==> config.mk <==
export PLATFORM = sky130hd
export DESIGN_NAME = sorted_vector_serializer
export DESIGN_NICKNAME = d
export VERILOG_FILES = /design/src/rtl/sorted_vector_serializer.sv
export SDC_FILE = /design/constraint.sdc
export NUM_CORES = 1
export LEC_CHECK = 0
export ABC_AREA = 1
export ABC_CLOCK_PERIOD_IN_PS = 1550
export BUFFER_PORTS_ARGS = -buffer_cell sky130_fd_sc_hd__buf_4
export CORE_UTILIZATION = 49
export DETAILED_ROUTE_END_ITERATION = 6
export HOLD_SLACK_MARGIN = 0.08
export PLACE_DENSITY = 0.76
export SYNTH_ARGS = -nofsm -noshare
export SYNTH_HDL_FRONTEND = slang
export SYNTH_SLANG_ARGS = --single-unit
==> constraint.sdc <==
create_clock -name clk_in -period 1.55 [get_ports clk_in]
set_clock_uncertainty 0.05 [all_clocks]
set_input_delay 0.31 -clock clk_in [delete_from_list [all_inputs] [get_ports clk_in]]
set_output_delay 0.31 -clock clk_in [all_outputs]
set_load 0.05 [all_outputs]
==> src/rtl/sorted_vector_serializer.sv <==
// sorted_vector_serializer: captures one sorted vector and streams its elements way 0 first.
// Define SORTED_VECTOR_SERIALIZER_DEDUP_EN to skip ways equal to their lower neighbour.
module sorted_vector_serializer #(
  parameter int SINGLE_WAY_WIDTH_IN_BITS = 4,
  parameter int NUM_WAY = 16,
  parameter int INDEX_WIDTH = $clog2(NUM_WAY)
) (
  input  logic                                  clk_in,
  input  logic                                  reset_n_in,
  input  logic                                  flush_in,
  input  logic                                  sorted_valid_in,
  input  logic [SINGLE_WAY_WIDTH_IN_BITS*NUM_WAY-1:0] sorted_flatted_in,
  output logic                                  sorted_ready_out,
  output logic [SINGLE_WAY_WIDTH_IN_BITS-1:0]   element_out,
  output logic [INDEX_WIDTH-1:0]                element_index_out,
  output logic                                  element_last_out,
  output logic                                  element_valid_out,
  input  logic                                  element_ready_in
);
  localparam int W = SINGLE_WAY_WIDTH_IN_BITS;
  typedef enum logic {IDLE, STREAM} state_t;
  state_t state_q, state_d;
  logic [INDEX_WIDTH-1:0] index_q, index_d, next_index;
  logic [W-1:0] vec_q [NUM_WAY];
  logic [W-1:0] vec_d [NUM_WAY];
  logic stream, last, capture, emit;
`ifdef SORTED_VECTOR_SERIALIZER_DEDUP_EN
  logic [NUM_WAY-1:0] mask_q, mask_d;
  // descending scan leaves the lowest clear mask bit above index_q in next_index
  always_comb begin
    last = 1'b1;
    next_index = index_q;
    for (int i = NUM_WAY - 1; i >= 0; i--)
      if (i > int'(index_q) && !mask_q[i]) begin
        last = 1'b0;
        next_index = INDEX_WIDTH'(i);
      end
  end
  always_comb begin
    mask_d = mask_q;
    if (capture) begin
      mask_d[0] = 1'b0;
      for (int i = 1; i < NUM_WAY; i++)
        mask_d[i] = sorted_flatted_in[i*W +: W] == sorted_flatted_in[(i-1)*W +: W];
    end
  end
  always_ff @(posedge clk_in or negedge reset_n_in)
    if (!reset_n_in) mask_q <= '0;
    else mask_q <= mask_d;
`else
  assign last = index_q == INDEX_WIDTH'(NUM_WAY - 1);
  assign next_index = index_q + 1'b1;
`endif
  always_comb begin
    stream = state_q == STREAM;
    sorted_ready_out = !flush_in && (!stream || (last && element_ready_in));
    capture = sorted_valid_in && sorted_ready_out;
    emit = stream && element_ready_in;
    element_valid_out = stream;
    element_out = stream ? vec_q[index_q] : '0;
    element_index_out = index_q;
    element_last_out = stream && last;
    state_d = state_q;
    index_d = index_q;
    vec_d = vec_q;
    if (flush_in) begin
      state_d = IDLE;
      index_d = '0;
    end else if (capture) begin
      state_d = STREAM;
      index_d = '0;
      for (int i = 0; i < NUM_WAY; i++) vec_d[i] = sorted_flatted_in[i*W +: W];
    end else if (emit) begin
      state_d = last ? IDLE : STREAM;
      index_d = last ? '0 : next_index;
    end
  end
  always_ff @(posedge clk_in or negedge reset_n_in)
    if (!reset_n_in) begin
      state_q <= IDLE;
      index_q <= '0;
      for (int i = 0; i < NUM_WAY; i++) vec_q[i] <= '0;
    end else begin
      state_q <= state_d;
      index_q <= index_d;
      vec_q <= vec_d;
    end
endmodule
==> results.toml, run 1 <==
[timing]
hold_viol_final = 0
slew_viol_final = 0
finalSetupTns_ns = -26.27
min_period_over_period_pct = 141
worst_slack_ns = -0.628
clock.fmax_ghz = 0.459
post-route-min-period_ns = 2.18
rsz0062_at_grt = "yes"
slew_headroom_pct = 68.3
whs_ns = 0.129
tightest_slew_ns = 0.476
setup_violations = 75

[flow_run]
max_cap_viol_count = 0

[floorplan]
chipWidth_um = 88.3
die_area_um2 = 7800
dieHeight_um = 88.3
core_area_um2 = 7210
rows = 31
start_util_pct = 50.6
io_pins = 80

[setup_path]
start_kind = "register"
cp_max_fo = 17
worstSetupEndpointType = "primary output"
critPathArrivalTime_ns = 1.82
worstPathRequired_ns = 1.19
path_class = "reg2out"

[routing]
postRouteAntennaNets = 0
wl_mm = 10.5
wl_per_cell_um = 14.6
firstDrtPassIters = 7
vias = 3774
drtIter0Drc = 261
drc = 0
viasPerCell = 5.23

[logic_synthesis]
synth_cells = 515
ys_seq_area_share_pct = 47.3
mappedNetlistNets = 585
synth_cell_types = 18
synth_area_per_cell_um2 = 7.09
yosys-top-cells-area = "dfrtp_1 (47%), nand2_1 (25%), nand3_1 (13%)"
synth.largest_area_cell = "dfrtp_1"
synth.top_cell.area_share_pct = 47.3
ys_ff_latch = 69
yosys_warnings = 0
syn_area_um2 = 3650

[cells_and_area]
nNetsFinal = 688
multi_input_area_um2 = 1680
stdcell_area_um2 = 5240
nFillCells = 557
drive_gt1_share_pct = 27.9
layout_common_cells = "nand2_1 (239), nand3_1 (88), buf_4 (88), dfrtp_1 (64), inv_1 (45)"
final_cell_count_no_fill = 722
area_growth_pct = 43.5
seqCellArea_um2 = 1730
final_common_cell = "nand2_1"
diodes = 0

[power_and_ir_drop]
power.density_nw_per_um2 = 965
leakage_uw = 0.00290
ir_drop_mv = 0.604

[clock_tree]
clock_path_buffers = 2
clk_latency_ns = 0.35
clkSinkCount = 69
path_clk_slew_ns = 0.08
cts_made_buffers = 9
root_buffer = "clkbuf_8"
cts_tree = "yes"
h-tree-depth = 3

[grt]
grt_overflow = 0
antenna_found_initial = 0
first_global_vias = 3666
grt_pass1_wl_mm = 17.0
grt.total_usage_pct = 29.0
grt_max_degree = 34

[run_status]
outcome = "finished, violations left"
violations = "negative setup slack"

[placed_design]
io_buffers = 79
dp_worst_setup_slack_ns = -0.237
dpl-instance-area_um2 = 4530
hpwl_mm = 6.38
routabilityCongestion = 0.810
place_inst = 687

[min_path]
worstHoldPathType = "in2reg"
timing repair:
action / CTS / global route
setup endpoints to repair: 76 / 76
endpoints found under the hold margin: 28 / 0
hold buffers: 2 / 0
setup buffers: 6 / 1
pin swaps: 3 / 3
resized for setup: 40 / 8
cloned: 10 / 0
synth_stat cells, drive strengths merged:
master,number
ha,1
nand4,1
clkbuf,4
buf,28
clkinv,1
a21oi,9
dfrtp,69
nand3,98
a31oi,1
inv,51
nand2,245
nor2,6
xor2,1
registers in the layout (all words and copies together), names as in the netlist:
signal,count
element_index_out,4
element_valid_out,1
vec_q,64
cell type report:
type                       instances  share of cell area (%)
timing repair buffer             123                    24.4
multi-input combinational        362                    32.0
clock buffer                       9                    2.36
sequential                        69                    33.1
clock inverter                     7                    1.72
timing repair inverter             1                   0.167
inverter                          52                    3.99
tap                               99                    2.36
report_power, final:
group | internal, uW | switching [uW]
logic | 562 | 639
registers | 2070 | 170
clock network | 896 | 718
total | 3530 | 1530
cell families after synthesis:
group | synth area share (%)
flip-flops | 47.3
adder cells (fa/ha/maj) | 0.343
buffers and inverters | 11.1
AND/OR/NAND/NOR | 39.5
AO/OA/AOI/OAI | 1.51
XOR/XNOR | 0.240
per-layer routing:
metal  up-vias  routed length (um)  GRT usage [%]
met1      1775                4440           36.9
li1       1798                   -              -
met4         0                 257           11.1
met3        29                 762           6.06
met2       172                5070           48.6
met5         -                   0              0
critical path, stage by stage, from the launching register on:
cell and delay [ns]:
dfrtp_2 0.45, buf_6 0.16, clkinv_8 0.09, nand2_1 0.07
nand2_1 0.09, nand2_1 0.07, nand3_1 0.10, nand3_2 0.09
a21oi_4 0.16, buf_6 0.18
per-stage QoR:
step                utilization, %  power (uW)
floorplan                        -        2900
global placement              62.9        3220
detailed placement            62.9        3260
CTS                           72.1        5020
global route                  72.6        5290
finish                        72.6        5060
path summary, 6_finish.rpt:
check	cells after the start	slack (ns)	startpoint	end
max in group asynchronous	3	0.55	reset_n_in	vec_q[51]$_DFFE_PN0P_
min reg2reg	2	0.42	vec_q[6]$_DFFE_PN0P_	vec_q[6]$_DFFE_PN0P_
max	9	-0.63	element_index_out[0]$_DFFE_PN0P_	element_out[3]
min	3	0.13	sorted_flatted_in[7]	vec_q[59]$_DFFE_PN0P_
max reg2reg	10	-0.39	element_index_out[0]$_DFFE_PN0P_	vec_q[50]$_DFFE_PN0P_
min in group asynchronous	2	0.38	reset_n_in	vec_q[1]$_DFFE_PN0P_
(Power assumes the default switching activity.)
==> run 2: changes to the inputs <==
--- a/config.mk
+++ b/config.mk
@@ -8,7 +8,9 @@
 export ABC_AREA = 1
 export ABC_CLOCK_PERIOD_IN_PS = 1550
 export BUFFER_PORTS_ARGS = -buffer_cell sky130_fd_sc_hd__buf_4
+export CORE_MARGIN = 4
 export CORE_UTILIZATION = 49
+export CTS_BUF_LIST = sky130_fd_sc_hd__clkbuf_16
 export DETAILED_ROUTE_END_ITERATION = 6
 export HOLD_SLACK_MARGIN = 0.08
 export PLACE_DENSITY = 0.76
==> run 2 against run 1 <==
Net effect: the run still ends with negative setup slack left; total power rose by 17%; critical endpoint is now element_out[0]; first-iteration DRC count is 20% lower; wire length fell by 11%; critical path type unchanged; via count is 7.2% lower.
==> results.toml, run 2 (synthesis results as in run 1) <==
[run_status]
outcome = "finished, violations left"
violations = "negative setup slack"

[routing]
firstDrtPassIters = 4
vias = 3504
drtIter0Drc = 208
viasPerCell = 4.98
postRouteAntennaNets = 0
wl_per_cell_um = 13.3
wl_mm = 9.33
drc = 0

[setup_path]
regToRegSetupSlack_ns = -0.45
slowest_stage = "dfrtp_2"
crit_family = "flip-flops"
worst_path_most_repeated_cell = "nand2_1"
worstPathRequired_ns = 1.19
critPathArrivalTime_ns = 1.73
start_kind = "register"
crit_chain = "buf_12 > nand2_1 > nand2_1 > nand2_1 > nand3_1 > nand3_2 > a21oi_4 > buf_6"
worst-path-buf-inv = 2
cpPeakStageDelay_ns = 0.48
worstSetupEndpointType = "primary output"
path_class = "reg2out"
cp_max_fo = 19

[timing]
clock.fmax_ghz = 0.479
worst_slack_ns = -0.536
post-route-min-period_ns = 2.09
whs_ns = 0.123
hold_viol_final = 0
finalSetupTns_ns = -27.67
tightest_slew_ns = 0.472
rsz0062_at_grt = "yes"
slew_headroom_pct = 68.5
setup_violations = 74
slew_viol_final = 0
min_period_over_period_pct = 135

[power_and_ir_drop]
internal-power_uw = 4420
p_sw_uw = 1500
swShare_pct = 25.4
power_frac_clock_pct = 44.7
power.density_nw_per_um2 = 1180
ir_drop_mv = 0.584
combinationalPowerShare_pct = 17.4
leakage_uw = 0.00278
pwr-share-seq_pct = 37.9
total_power_uw = 5930

[clock_tree]
cts_made_buffers = 9
h-tree-depth = 3
path_clk_slew_ns = 0.06
cts_tree = "yes"
clk_latency_ns = 0.33
clock_path_buffers = 2
root_buffer = "clkbuf_16"
clkSinkCount = 69

[floorplan]
chipWidth_um = 94.3
start_util_pct = 50.3
die_area_um2 = 8900
dieHeight_um = 94.3
core_area_um2 = 7250
rows = 31
io_pins = 80

[cells_and_area]
nFillCells = 595
diodes = 0
regMostFlops = "vec_q"
stdcell_area_um2 = 5040
final_common_cell = "nand2_1"
area_growth_pct = 38.0
nNetsFinal = 670
layout_common_cells = "nand2_1 (242), nand3_1 (91), buf_4 (88), dfrtp_1 (64), inv_1 (45)"
drive_gt1_share_pct = 24.6
largest_register_ffs = 64

[grt]
first_global_vias = 3410
antenna_found_initial = 0
grt_max_degree = 38
grt.total_usage_pct = 22.4
grt_overflow = 0
grt_pass1_wl_mm = 15.6

[placed_design]
io_buffers = 79
hpwl_mm = 6.45
routabilityCongestion = 0.861
dpl-instance-area_um2 = 4510

[flow_run]
max_cap_viol_count = 0

[min_path]
worstHoldPathType = "in2reg"
[run 2: cell types whose count changed in the layout (fill, tap and decap cells not counted), moves of 3 or more]
cell	before	now
clkbuf_16	0	9
clkbuf_8	9	0
buf_6	14	7
bufbuf_16	7	1
bufinv_16	2	5
clkinv_2	4	1
nand2_1	239	242
nand2_2	4	1
nand3_1	88	91
nand3_2	10	7
[run 2: path summary, 6_finish.rpt]
kind,start,to,depth (start not counted)
worst max register to register,element_index_out[0]$_DFFE_PN0P_,vec_q[36]$_DFFE_PN0P_,10
max in group asynchronous,reset_n_in,vec_q[55]$_DFFE_PN0P_,3
min in group asynchronous,reset_n_in,vec_q[16]$_DFFE_PN0P_,2
worst min register to register,vec_q[35]$_DFFE_PN0P_,vec_q[35]$_DFFE_PN0P_,2
worst max-delay path,element_index_out[0]$_DFFE_PN0P_,element_out[0],8
worst min-delay path,flush_in,element_valid_out$_DFFE_PN0P_,2
[run 2: per-stage QoR]
stage          instances  utilization [%]  setup WS [ns]
2_1_floorplan        515                -         -0.322
6_report             704             69.5         -0.536
3_3_place_gp         682             62.2         -0.202
3_5_place_dp         682             62.2         -0.214
5_1_grt              704             69.5         -0.642
4_1_cts              704             69.4         -0.546
[run 2: per-layer routing]
layer | global-route usage, % | up-vias | wire length [um]
met5 | 0 | - | 0
met1 | 30.1 | 1647 | 4140
met2 | 36.1 | 92 | 4550
met4 | 7.70 | 0 | 129
li1 | - | 1753 | -
met3 | 4.81 | 12 | 504
[run 2: repair_timing]
action	CTS	global route
cloned	1	0
resized for setup	19	2
setup buffers	4	0
pin swaps	4	0
endpoints found under the hold margin	32	0
hold buffers	1	0
setup endpoints to repair	75	76
[run 2: cell type report]
cell class                 count  area, um2  share of cell area, %
sequential                    69       1730                   34.4
inverter                      52        204                   4.05
clock inverter                 7        161                   3.20
clock buffer                   9        225                   4.47
multi-input combinational    362       1640                   32.5
tap                           99        124                   2.46
timing repair buffer         106        952                   18.9
[run 2: power groups by stage]
stage          clock, uW  combinational [uW]  sequential, uW
2_1_floorplan          0                 673            2230
3_3_place_gp           0                 965            2250
3_5_place_dp           0                 988            2260
4_1_cts             2680                1040            2240
5_1_grt             2750                1180            2280
6_report            2650                1030            2250
